## config.mk

```make
export PLATFORM = sky130hd
export DESIGN_NAME = win_scan_ctrl_flat
export DESIGN_NICKNAME = d
export VERILOG_FILES = /design/src/rtl/connect4_pkg.sv /design/src/rtl/win_scan_ctrl_if.sv /design/src/rtl/c4_step_gen.sv /design/src/rtl/win_scan_ctrl.sv /design/src/flat_wrapper.sv
export SDC_FILE = /design/constraint.sdc
export NUM_CORES = 1
export LEC_CHECK = 0
export CORE_ASPECT_RATIO = 2
export CORE_MARGIN = 4
export CORE_UTILIZATION = 45
export DETAILED_ROUTE_END_ITERATION = 8
export HOLD_SLACK_MARGIN = 0.03
export PLACE_DENSITY = 0.65
export SETUP_SLACK_MARGIN = 0.05
export SLEW_MARGIN = 20
export SYNTH_ARGS = -nofsm -noshare
export SYNTH_HDL_FRONTEND = slang
export SYNTH_HIERARCHICAL = 1
export SYNTH_SLANG_ARGS = --single-unit
```

## constraint.sdc

```tcl
create_clock -name clk -period 5.6 [get_ports clk]
set_input_delay 0.56 -clock clk [delete_from_list [all_inputs] [get_ports clk]]
set_output_delay 0.56 -clock clk [all_outputs]
set_load 0.05 [all_outputs]
```

## src/rtl/connect4_pkg.sv

```systemverilog
// Shared Connect-4 types: cell codes, board geometry, scan FSM states and walk directions.
// Used by win_scan_ctrl (optional diagonal scan enabled with macro WIN_SCAN_DIAG_EN).
package connect4_pkg;

   typedef enum logic [1:0] {
      EMPTY = 2'b00,
      P1    = 2'b01,
      P2    = 2'b10
   } cell_t;

   localparam int NUM_COLS = 7;
   localparam int NUM_ROWS = 6;
   localparam int MAX_STEP = 3;
   localparam int WIN_LEN  = 4;

   typedef enum logic [2:0] {
      IDLE,
      ISSUE,
      WAIT,
      EVAL,
      DONE
   } scan_state_t;

   typedef enum logic [1:0] {
      DIR_H,
      DIR_V,
      DIR_D1,
      DIR_D2
   } dir_t;

   function automatic cell_t player_cell(input logic player);
      return player ? P1 : P2;
   endfunction

   function automatic logic [2:0] sat_inc3(input logic [2:0] v);
      return (v == 3'd7) ? v : v + 3'd1;
   endfunction

endpackage

```

## src/rtl/win_scan_ctrl_if.sv

```systemverilog
// Request/response and board-RAM read bundle of win_scan_ctrl.
// The controller takes the slave modport; the requester/RAM side takes master.
interface win_scan_ctrl_if #(
   parameter int ADDR_W = 6
);
   logic              start;
   logic [2:0]        col;
   logic [2:0]        row;
   logic              player;
   logic              rd_en;
   logic [ADDR_W-1:0] raddr;
   logic [1:0]        rdata;
   logic              busy;
   logic              done;
   logic              flag;

   modport master (
      output start, col, row, player, rdata,
      input  rd_en, raddr, busy, done, flag
   );

   modport slave (
      input  start, col, row, player, rdata,
      output rd_en, raddr, busy, done, flag
   );
endinterface

```

## src/rtl/c4_step_gen.sv

```systemverilog
// Combinational walk target: (col,row) offset by sign*step along dir, packed as row*8+col.
// Diagonal offsets exist only when WIN_SCAN_DIAG_EN is defined.
module c4_step_gen
   import connect4_pkg::*;
#(
   parameter int ADDR_W = 6
) (
   input  logic [2:0]        col_i,
   input  logic [2:0]        row_i,
   input  dir_t              dir_i,
   input  logic              sign_i,
   input  logic [2:0]        step_i,
   output logic [ADDR_W-1:0] addr_o,
   output logic              in_bounds_o
);

   localparam logic signed [3:0] COLS_S = 4'(NUM_COLS);
   localparam logic signed [3:0] ROWS_S = 4'(NUM_ROWS);

   logic              col_move;
   logic              row_move;
   logic              row_neg;
   logic signed [3:0] off;
   logic signed [3:0] tgt_col;
   logic signed [3:0] tgt_row;
   logic [5:0]        cell_addr;

   // Past-the-edge targets wrap negative in 4-bit signed, so one bounds test covers both sides.
   always_comb begin
      col_move = 1'b0;
      row_move = 1'b0;
      row_neg  = 1'b0;
      case (dir_i)
         DIR_H: col_move = 1'b1;
         DIR_V: row_move = 1'b1;
`ifdef WIN_SCAN_DIAG_EN
         DIR_D1: begin
            col_move = 1'b1;
            row_move = 1'b1;
         end
         DIR_D2: begin
            col_move = 1'b1;
            row_move = 1'b1;
            row_neg  = 1'b1;
         end
`endif
         default: ;
      endcase
      off     = sign_i ? $signed({1'b0, step_i}) : -$signed({1'b0, step_i});
      tgt_col = $signed({1'b0, col_i}) + (col_move ? off : 4'sd0);
      tgt_row = $signed({1'b0, row_i}) + (row_move ? (row_neg ? -off : off) : 4'sd0);
   end

   assign in_bounds_o = (tgt_col >= 4'sd0) && (tgt_col < COLS_S) &&
                        (tgt_row >= 4'sd0) && (tgt_row < ROWS_S);
   assign cell_addr   = {tgt_row[2:0], tgt_col[2:0]};
   assign addr_o      = ADDR_W'(cell_addr);

endmodule

```

## src/rtl/win_scan_ctrl.sv

```systemverilog
// Four-in-a-row scanner around the last dropped coin, reading the board RAM one cell at a time.
// Define WIN_SCAN_DIAG_EN to add the two diagonal directions to the H/V scan.
module win_scan_ctrl
   import connect4_pkg::*;
#(
   parameter int ADDR_W  = 6,
   parameter int MAX_CYC = 80
) (
   input logic            clk,
   input logic            rst,
   win_scan_ctrl_if.slave bus
);

`ifdef WIN_SCAN_DIAG_EN
   localparam dir_t LAST_DIR = DIR_D2;
   localparam int   NUM_DIRS = 4;
`else
   localparam dir_t LAST_DIR = DIR_V;
   localparam int   NUM_DIRS = 2;
`endif

   // Every read costs ISSUE+WAIT+EVAL; both sides of every direction, plus the DONE cycle.
   localparam int WORST_CYC = NUM_DIRS * 2 * MAX_STEP * 3 + 1;

   if (MAX_CYC < WORST_CYC) begin : g_max_cyc_check
      $error("win_scan_ctrl: MAX_CYC is below the worst-case scan latency");
   end

   scan_state_t       state_q, state_d;
   logic [2:0]        col_q, col_d;
   logic [2:0]        row_q, row_d;
   logic              player_q, player_d;
   dir_t              dir_q, dir_d;
   logic              sign_q, sign_d;
   logic [2:0]        step_q, step_d;
   logic [2:0]        count_q, count_d;
   cell_t             data_q, data_d;
   logic              rd_en_q, rd_en_d;
   logic [ADDR_W-1:0] raddr_q, raddr_d;
   logic              busy_q, busy_d;
   logic              done_q, done_d;
   logic              flag_q, flag_d;

   logic              side_end;
   logic [2:0]        count_inc;
   logic [2:0]        step_inc;
   logic [ADDR_W-1:0] tgt_addr;
   logic              tgt_inb;

   // Looks at the position the walk moves to, so rd_en/raddr are registered for that ISSUE cycle.
   c4_step_gen #(
      .ADDR_W (ADDR_W)
   ) u_step_gen (
      .col_i       (col_d),
      .row_i       (row_d),
      .dir_i       (dir_d),
      .sign_i      (sign_d),
      .step_i      (step_d),
      .addr_o      (tgt_addr),
      .in_bounds_o (tgt_inb)
   );

   // NOTE: every variable gets a default before the case so no path can infer a latch.
   always_comb begin
      state_d   = state_q;
      col_d     = col_q;
      row_d     = row_q;
      player_d  = player_q;
      dir_d     = dir_q;
      sign_d    = sign_q;
      step_d    = step_q;
      count_d   = count_q;
      data_d    = data_q;
      flag_d    = flag_q;
      side_end  = 1'b0;
      count_inc = sat_inc3(count_q);
      step_inc  = step_q + 3'd1;

      case (state_q)
         IDLE: begin
            if (bus.start) begin
               col_d    = bus.col;
               row_d    = bus.row;
               player_d = bus.player;
               dir_d    = DIR_H;
               sign_d   = 1'b0;
               step_d   = 3'd1;
               count_d  = 3'd1;
               flag_d   = 1'b0;
               state_d  = (bus.col >= 3'(NUM_COLS) || bus.row >= 3'(NUM_ROWS)) ? DONE : ISSUE;
            end
         end
         ISSUE: begin
            if (rd_en_q) state_d = WAIT;
            else         side_end = 1'b1;
         end
         WAIT: begin
            data_d  = cell_t'(bus.rdata);
            state_d = EVAL;
         end
         EVAL: begin
            if (data_q == player_cell(player_q)) begin
               count_d = count_inc;
               step_d  = step_inc;
               if (count_inc == 3'(WIN_LEN)) begin
                  flag_d  = 1'b1;
                  state_d = DONE;
               end else if (step_inc > 3'(MAX_STEP)) begin
                  side_end = 1'b1;
               end else begin
                  state_d = ISSUE;
               end
            end else begin
               side_end = 1'b1;
            end
         end
         DONE:    state_d = IDLE;
         default: state_d = IDLE;
      endcase

      // Negative side first, then positive side, then the next direction.
      if (side_end) begin
         step_d = 3'd1;
         if (!sign_q) begin
            sign_d  = 1'b1;
            state_d = ISSUE;
         end else if (dir_q == LAST_DIR) begin
            flag_d  = 1'b0;
            state_d = DONE;
         end else begin
            dir_d   = dir_t'(dir_q + 2'd1);
            sign_d  = 1'b0;
            count_d = 3'd1;
            state_d = ISSUE;
         end
      end
   end

   always_comb begin
      rd_en_d = (state_d == ISSUE) && tgt_inb;
      raddr_d = rd_en_d ? tgt_addr : raddr_q;
      busy_d  = (state_d == ISSUE) || (state_d == WAIT) || (state_d == EVAL);
      done_d  = (state_d == DONE);
   end

   // NOTE: state flops use non-blocking assignments so every flop samples pre-edge values.
   always_ff @(posedge clk or posedge rst) begin
      if (rst) begin
         state_q  <= IDLE;
         col_q    <= '0;
         row_q    <= '0;
         player_q <= 1'b0;
         dir_q    <= DIR_H;
         sign_q   <= 1'b0;
         step_q   <= 3'd1;
         count_q  <= 3'd1;
         data_q   <= EMPTY;
         rd_en_q  <= 1'b0;
         raddr_q  <= '0;
         busy_q   <= 1'b0;
         done_q   <= 1'b0;
         flag_q   <= 1'b0;
      end else begin
         state_q  <= state_d;
         col_q    <= col_d;
         row_q    <= row_d;
         player_q <= player_d;
         dir_q    <= dir_d;
         sign_q   <= sign_d;
         step_q   <= step_d;
         count_q  <= count_d;
         data_q   <= data_d;
         rd_en_q  <= rd_en_d;
         raddr_q  <= raddr_d;
         busy_q   <= busy_d;
         done_q   <= done_d;
         flag_q   <= flag_d;
      end
   end

   assign bus.rd_en = rd_en_q;
   assign bus.raddr = raddr_q;
   assign bus.busy  = busy_q;
   assign bus.done  = done_q;
   assign bus.flag  = flag_q;

endmodule

```

## src/flat_wrapper.sv

```systemverilog
// flat-port wrapper written by rule: the top's interface ports become plain ports
module win_scan_ctrl_flat import connect4_pkg::*;
#(
   parameter int ADDR_W  = 6,
   parameter int MAX_CYC = 80
)
  (clk, rst, bus_start, bus_col, bus_row, bus_player, bus_rdata, bus_rd_en, bus_raddr, bus_busy, bus_done, bus_flag);
  win_scan_ctrl_if #(.ADDR_W(ADDR_W)) bus_i ();
  input logic clk;
  input logic rst;
  input wire logic [$bits(bus_i.start)-1:0] bus_start;
  input wire logic [$bits(bus_i.col)-1:0] bus_col;
  input wire logic [$bits(bus_i.row)-1:0] bus_row;
  input wire logic [$bits(bus_i.player)-1:0] bus_player;
  input wire logic [$bits(bus_i.rdata)-1:0] bus_rdata;
  output wire logic [$bits(bus_i.rd_en)-1:0] bus_rd_en;
  output wire logic [$bits(bus_i.raddr)-1:0] bus_raddr;
  output wire logic [$bits(bus_i.busy)-1:0] bus_busy;
  output wire logic [$bits(bus_i.done)-1:0] bus_done;
  output wire logic [$bits(bus_i.flag)-1:0] bus_flag;
  assign bus_i.start = bus_start;
  assign bus_i.col = bus_col;
  assign bus_i.row = bus_row;
  assign bus_i.player = bus_player;
  assign bus_i.rdata = bus_rdata;
  assign bus_rd_en = bus_i.rd_en;
  assign bus_raddr = bus_i.raddr;
  assign bus_busy = bus_i.busy;
  assign bus_done = bus_i.done;
  assign bus_flag = bus_i.flag;
  win_scan_ctrl #(.ADDR_W(ADDR_W), .MAX_CYC(MAX_CYC)) u_core (.clk(clk), .rst(rst), .bus(bus_i));
endmodule
```

== After elaboration in Yosys (flattened, before gate mapping) ==
Index checks and enable logic that the tools add are counted.

* Multiplexer cells: 53
* Equality and inequality tests: 12
* Add/sub/neg operators: 6
* Magnitude comparators: 7
* Reductions and logical operators: 10

{| class="wikitable"
|+ Operators with widths
! kind !! number
|-
| 3-bit two-way mux || 22
|-
| 1-bit two-way mux || 17
|-
| 3-bit by 2-bit == test with 1-bit output, second input constant || 4
|-
| 2-bit two-way mux || 6
|-
| 4-bit two-way mux || 3
|-
| 3-bit case mux with 2 select lines || 2
|-
| 3-bit case mux with 4 select lines || 1
|-
| 3-bit == test, second input constant || 3
|-
| 4-bit adder || 2
|-
| 4-bit by 1-bit >= comparator with 1-bit output, second input constant || 2
|-
| 4-bit < comparator, second input constant || 2
|-
| 3-bit by 1-bit adder with 3-bit output, second input constant || 2
|-
| 3-bit by 1-bit == test with 1-bit output, second input constant || 2
|-
| 3-bit >= comparator, second input constant || 2
|-
| 2-bit by 1-bit == test with 1-bit output, second input constant || 2
|-
| 1-bit logical AND || 4
|-
| 3-bit negator with 4-bit output || 1
|-
| 1-bit case mux with 2 select lines || 2
|-
| 3-bit by 2-bit > comparator with 1-bit output, second input constant || 1
|-
| 3-bit zero test || 1
|-
| 1-bit logical OR || 3
|-
| 2-bit by 1-bit adder with 2-bit output, second input constant || 1
|-
| 2-bit == test || 1
|-
| 2-bit zero test || 1
|-
| 2-bit AND reduction || 1
|}

* Bits of input ports: 12
* Logic and storage cells: 102
* Output and inout bits: 10
* Register bits after elaboration: 31

== Longest topological paths before layout ==
* Depth in word-level cells: 16
* Mapped depth: 19
* Mapped depth without buffers: 17

== By module ==
Netlist, hierarchy kept.

{| class="wikitable"
|+ Modules (own cells, without submodules)
! module !! cells an instance !! times used !! area each (um2) !! seq. area each (um2)
|-
| win_scan_ctrl || 143 || 1 || 1592.8 || 778.2
|-
| c4_step_gen || 38 || 1 || 321.6 || 0.0
|}

== Worst setup path before layout ==
Ideal clock, no wire load.

* Path kind: reg2reg
* Start: register u_core.count_q[0]
* End: register u_core.raddr_q[0] (netlist: u_core/bus.raddr[0])
* Setup time: 0.125 ns
* Data arrival time: 4.076 ns
* Period minus slack after synthesis: 4.201 ns
* Stages on the path, launching flop included: 19
* Slack: 1.399 ns
* Cells stage by stage: dfstp_2 > ha_1 > and4bb_2 > nor3_2 > a31o_2 > nor3_1 > inv_1 > ha_1 > mux2i_1 > or2_2 > inv_1 > ha_1 > a21o_1 > a21oi_2 > xnor2_1 > a2111oi_2 > and4b_1 > buf_6 > mux2_4

* Cells in the longest elaborated chain, start to end: 16
* Elaborated cells between the ends (all ways): 33
* Those cells by class: add/sub (4); order compare (4); eq/ne (4); mux (16); reduce/logical (5)

{| class="wikitable"
|+ Ends and longest elaborated chain
! item !! RTL line !! text
|-
| from (decl) || win_scan_ctrl.sv:36 || <nowiki>logic [2:0] count_q, count_d;</nowiki>
|-
| from (signal assigned) || win_scan_ctrl.sv:171 || <nowiki>count_q <= count_d;</nowiki>
|-
| 3-bit by 1-bit adder with 3-bit output / 3-bit == test (equally long branches) || connect4_pkg.sv:36 || <nowiki>return (v == 3'd7) ? v : v + 3'd1;</nowiki>
|-
| 3-bit two-way mux * || connect4_pkg.sv:36 ||
|-
| 3-bit == test * || win_scan_ctrl.sv:105 || <nowiki>if (count_inc == 3'(WIN_LEN)) begin</nowiki>
|-
| 1-bit two-way mux * || win_scan_ctrl.sv:105 ||
|-
| 1-bit two-way mux * || win_scan_ctrl.sv:102 || <nowiki>if (data_q == player_cell(player_q)) begin</nowiki>
|-
| 1-bit case mux with 2 select lines * || win_scan_ctrl.sv:79 || <nowiki>case (state_q)</nowiki>
|-
| 3-bit two-way mux * || win_scan_ctrl.sv:122 || <nowiki>if (side_end) begin</nowiki>
|-
| named net u_core.step_d[1] || win_scan_ctrl.sv:35 || <nowiki>logic [2:0] step_q, step_d;</nowiki>
|-
| [... 2 more ...] || n/a ||
|-
| 4-bit two-way mux || c4_step_gen.sv:50 || <nowiki>tgt_col = $signed({1'b0, col_i}) + (col_move ? off : 4'sd0);</nowiki>
|-
| 4-bit adder || c4_step_gen.sv:50 ||
|-
| 4-bit by 1-bit >= comparator with 1-bit output / 4-bit < comparator (equally long branches) || c4_step_gen.sv:54 || <nowiki>assign in_bounds_o = (tgt_col >= 4'sd0) && (tgt_col < COLS_S) &&</nowiki>
|-
| 1-bit logical AND (2 in a row) || c4_step_gen.sv:54 ||
|-
| 1-bit logical AND * || c4_step_gen.sv:55 || <nowiki>(tgt_row >= 4'sd0) && (tgt_row < ROWS_S);</nowiki>
|-
| named net u_core.tgt_inb || win_scan_ctrl.sv:48 || <nowiki>logic tgt_inb;</nowiki>
|-
| 1-bit logical AND * || win_scan_ctrl.sv:140 || <nowiki>rd_en_d = (state_d == ISSUE) && tgt_inb;</nowiki>
|-
| named net u_core.rd_en_d || win_scan_ctrl.sv:38 || <nowiki>logic rd_en_q, rd_en_d;</nowiki>
|-
| to (signal assigned) || win_scan_ctrl.sv:174 || <nowiki>raddr_q <= raddr_d;</nowiki>
|-
| to (decl) || win_scan_ctrl.sv:39 || <nowiki>logic [ADDR_W-1:0] raddr_q, raddr_d;</nowiki>
|}

The timed path passes the listed nets; every way through them passes the cells marked *.
A chain may end at the register's enable or synchronous reset.

== Worst setup path after layout ==
* Start: register u_core.count_q[0]
* End: register u_core.raddr_q[3] (netlist: u_core/bus.raddr[3])

* Cells in the longest elaborated chain, start to end: 16
* Elaborated cells between the ends (all ways): 33
* Those cells by class: add/sub (4); order compare (4); eq/ne (4); mux (16); reduce/logical (5)

{| class="wikitable"
|+ Ends and longest elaborated chain
! item !! RTL line !! text
|-
| 3-bit by 1-bit adder with 3-bit output / 3-bit == test (equally long branches) || connect4_pkg.sv:36 ||
|-
| 3-bit two-way mux * || connect4_pkg.sv:36 ||
|-
| 3-bit == test * || win_scan_ctrl.sv:105 ||
|-
| 1-bit two-way mux * || win_scan_ctrl.sv:105 ||
|-
| 1-bit two-way mux * || win_scan_ctrl.sv:102 ||
|-
| 1-bit case mux with 2 select lines * || win_scan_ctrl.sv:79 ||
|-
| 3-bit two-way mux * || win_scan_ctrl.sv:122 ||
|-
| named net u_core.step_d[1] || win_scan_ctrl.sv:35 ||
|-
| 3-bit negator with 4-bit output || c4_step_gen.sv:49 || <nowiki>off = sign_i ? $signed({1'b0, step_i}) : -$signed({1'b0, step_i});</nowiki>
|-
| 4-bit two-way mux * || c4_step_gen.sv:49 ||
|-
| 4-bit two-way mux || c4_step_gen.sv:50 ||
|-
| 4-bit adder || c4_step_gen.sv:50 ||
|-
| 4-bit by 1-bit >= comparator with 1-bit output / 4-bit < comparator (equally long branches) || c4_step_gen.sv:54 ||
|-
| 1-bit logical AND (2 in a row) || c4_step_gen.sv:54 ||
|-
| 1-bit logical AND * || c4_step_gen.sv:55 ||
|-
| named net u_core.tgt_inb || win_scan_ctrl.sv:48 ||
|-
| 1-bit logical AND * || win_scan_ctrl.sv:140 ||
|}

Marked as above.

==> summary.md <==
| Metric | Value |
|---|---|
| Status | `finished, final reports clean` |
| Final worst path period share | `85.4%` |
| Async SR Flop Fraction | `100%` |
| Rows | `33` |
| Most used DFF post-synth | `dfrtp_1` |
| Sequential power share | `24.5%` |
| Pwr dens | `706 mW/mm^2` |
| Register area share after synthesis | `40.7%` |
| First-pass GRT wire length | `7270 um` |
| Avg WL per Cell | `16.5 um` |
| Resize count post-CTS | `0` |
| # diodes | `0` |
| Setup TNS | `0 ns` |
| Initial drt markers | `26` |
| Postcts setup bufs | `0` |
| Root Driver | `clkbuf_8` |
| Sw Ratio | `44.9%` |
| PortBufs | `21` |
| Area Growth Syn to Fin | `16.7%` |
| Setup Crit Path Kind | `reg2reg` |
| #FFs+latches synth | `31` |
| H-tree Lvls | `2` |
| Slew @ Worst Pin | `0.644 ns` |
| DRT Pass-1 Iters | `4` |
| YS warnings | `6` |
| Max_cap viols | `0` |
| Reg area | `778 um^2` |
| I/O Pins | `22` |
| Vias per cell | `5.51` |
| Layout Skew | `0.00486 ns` |
| Antenna viol nets, final | `0` |
| HP Class | `reg2reg` |
| Die ar. | `0.00542 mm^2` |
| Grt total ovfl | `0` |
| CP Buf/Inv Count | `1` |
| CP Capture Type | `flop` |
| Sinks on Clock Net | `31` |
| CP Launch Type | `flop` |
| Clock Power Share | `10.7%` |
| Hold_ws | `0.505 ns` |
| Slowest-stage cell, CP | `dfstp_2` |
| GP Congestion | `0.842` |
| Average cell area after synthesis | `10.6 um^2` |
| Worst setup margin | `0.816 ns` |
| Distinct cells, synth | `55` |
| CTS tree | `yes` |
| Share of cells above drive strength 1 | `17.2%` |
| Die Span X | `54.1 um` |
| Final Hold Vio Count | `0` |
| CTS Buf Count | `5` |
| Total GRT Usage | `18.3%` |
| Setup WS pre-CTS | `0.833 ns` |
| Clock transition at the registers of the reported paths | `0.06 ns` |
| EDFF count, synth | `0` |
| VDD IR max | `0.000491 V` |
| WP data arrival | `4.95 ns` |
| Multi-input logic area | `0.00106 mm^2` |
| CP most frequent cell | `ha_1` |
| Switching Power | `708 uW` |
| Total wire length | `4220 um` |
| Starting density of the core | `46.8%` |
| CP max FO | `9` |
| Final #Nets | `227` |
| Critical path cell sequence | `ha_1, and4bb_2, nor3_2, a31o_2, nor3_1, inv_1, ha_1, mux2i_1, nor3_1, ha_1, a21o_1, a21oi_1, xnor2_1, a2111oi_2, and4b_1, mux2_4` |
| Internal | `869 uW` |
| Largest net degree at the start of global routing | `32` |
| F_max | `0.209 GHz` |
| Leakage power | `0.00103 uW` |
| Final Max Slew Viols | `0` |
| Relative slew slack | `57.0%` |
| Number of global-route vias before repair | `1561` |
| Critical Path Max Stage Delay | `0.58 ns` |
| CP Data Required Time | `5.76 ns` |
| Comb power frac | `64.9%` |
| Initial antenna violation count | `0` |
| Core footprint | `0.00409 mm^2` |
| CP top delay family | `simple AND/OR/NAND/NOR gates` |
| DP Wirelength | `3330 um` |
| RSZ-0062 raised after global routing | `no` |
| # DRC | `0` |
| CTS Hold Buffers Added | `0` |
| Final Util | `54.6%` |
| Fill cell count | `360` |
| Cells after synthesis | `181` |
| Die height | `100 um` |
| Via count | `1410` |
| # setup viols final | `0` |
| Min Clock Period, post-route | `4.78 ns` |
| Synth Cell Area | `0.00191 mm^2` |
| Syn_nets | `205` |
| Clk Latency, worst-skew pair | `0.28 ns` |
| Clock buffer depth | `2` |
## final cells by class
type                    count  share of cell area (%)
clock buffers               7                    3.42
clock inverters             1                   0.224
inverters                   9                    1.51
multi-input cells         134                    47.3
flip-flops and latches     31                    34.8
well taps                  52                    2.91
repair buffers             22                    9.75
## Yosys cell counts, types with 3 or more instances
cell | number | area share [%]
mux2_4 | 6 | 4.7
a21oi_1 | 6 | 1.6
nor3_1 | 6 | 1.6
and3_1 | 5 | 1.6
inv_1 | 9 | 1.8
o21ai_0 | 3 | 0.78
nor2_1 | 9 | 1.8
dfrtp_1 | 29 | 38
xnor2_1 | 5 | 2.3
and2_1 | 3 | 0.98
mux2_2 | 3 | 1.8
or2_2 | 4 | 1.3
nand2_1 | 26 | 5.1
buf_2 | 3 | 0.78
ha_1 | 10 | 6.5
## cell usage in the layout, fill, tap and decap left out, types with 2 or more instances in the layout
| cell type | count |
|---|---|
| xnor2_1 | 5 |
| o211ai_1 | 2 |
| o21ai_0 | 3 |
| nor3_1 | 6 |
| clkdlybuf4s50_1 | 21 |
| a21o_1 | 2 |
| dfstp_2 | 2 |
| ha_1 | 10 |
| fa_1 | 2 |
| mux2_4 | 6 |
| and3b_1 | 2 |
| or2_2 | 4 |
| nor3_2 | 2 |
| mux2_2 | 3 |
| nand3_1 | 2 |
| a21oi_1 | 6 |
| clkbuf_8 | 5 |
| nand2_1 | 26 |
| inv_1 | 8 |
| nand2b_1 | 2 |
| a32oi_1 | 2 |
| nor2_1 | 9 |
| clkbuf_1 | 2 |
| dfrtp_1 | 29 |
| and3_1 | 5 |
| and4bb_2 | 2 |
| nand3b_1 | 2 |
| and2_1 | 3 |
| a211o_1 | 2 |
## metal layers
metal / global-route usage [%] / vias to the layer above / part of all wire (%)
li1: - / 683 / -
met1: 18.5 / 697 / 35
met2: 33.3 / 22 / 61
met3: 3.57 / 8 / 2.0
met4: 8.83 / 0 / 2.7
met5: 0 / - / 0
## power by group through the flow
stage | clock network [uW] | logic [uW] | registers [uW]
6_report | 168 | 1020 | 386
5_1_grt | 181 | 1130 | 401
4_1_cts | 173 | 1040 | 386
3_5_place_dp | 0 | 1040 | 389
3_3_place_gp | 0 | 1020 | 383
2_1_floorplan | 0 | 739 | 464
## cell families (layout without fill, tap and decap cells)
kind of cell,after synthesis,count (layout),share of synthesized area (%)
AO/OA/AOI/OAI,31,31,13.8
XOR/XNOR,6,6,2.75
adder cells (fa/ha/maj),12,12,8.63
buffers and inverters,16,39,4.12
flip-flops,31,31,40.7
multiplexers,10,10,6.99
AND/OR/NAND/NOR,75,75,23.1
## tightest hold or removal path, delay by kind of cell, from the launching register on
kind	cells	cell delay [ns]
DFF	1	0.32
and+or+nand+nor	2	0.14
## through the flow
stage	instance area [um^2]	instances	total power, uW
6_report	2230	256	1580
5_1_grt	2230	256	1710
4_1_cts	2230	256	1600
3_5_place_dp	2150	248	1430
3_3_place_gp	2150	248	1400
2_1_floorplan	1910	181	1200
## flip-flops by register name, indices dropped and copies added, names as in the netlist, 2 cells and up
| signal | flops |
|---|---|
| u_core/bus.raddr | 6 |
| u_core/dir_q | 2 |
| u_core/state_q | 3 |
| u_core/data_q | 2 |
| u_core/count_q | 3 |
| u_core/row_q | 3 |
| u_core/step_q | 3 |
| u_core/col_q | 3 |
## worst paths after layout
kind	slack (ns)	endpoint	from	cells past startpoint
max in group asynchronous	4.50	u_core/data_q[0]	rst	2
min in group asynchronous	0.69	u_core/bus.busy	rst	2
setup reg to reg	0.82	u_core/bus.raddr[3]	u_core/count_q[0]	16
hold reg to reg	0.51	u_core/col_q[2]	u_core/col_q[2]	2
hold / removal	0.51	u_core/col_q[2]	u_core/col_q[2]	2
setup / recovery	0.82	u_core/bus.raddr[3]	u_core/count_q[0]	16
Power figures use the tool's default switching activity.
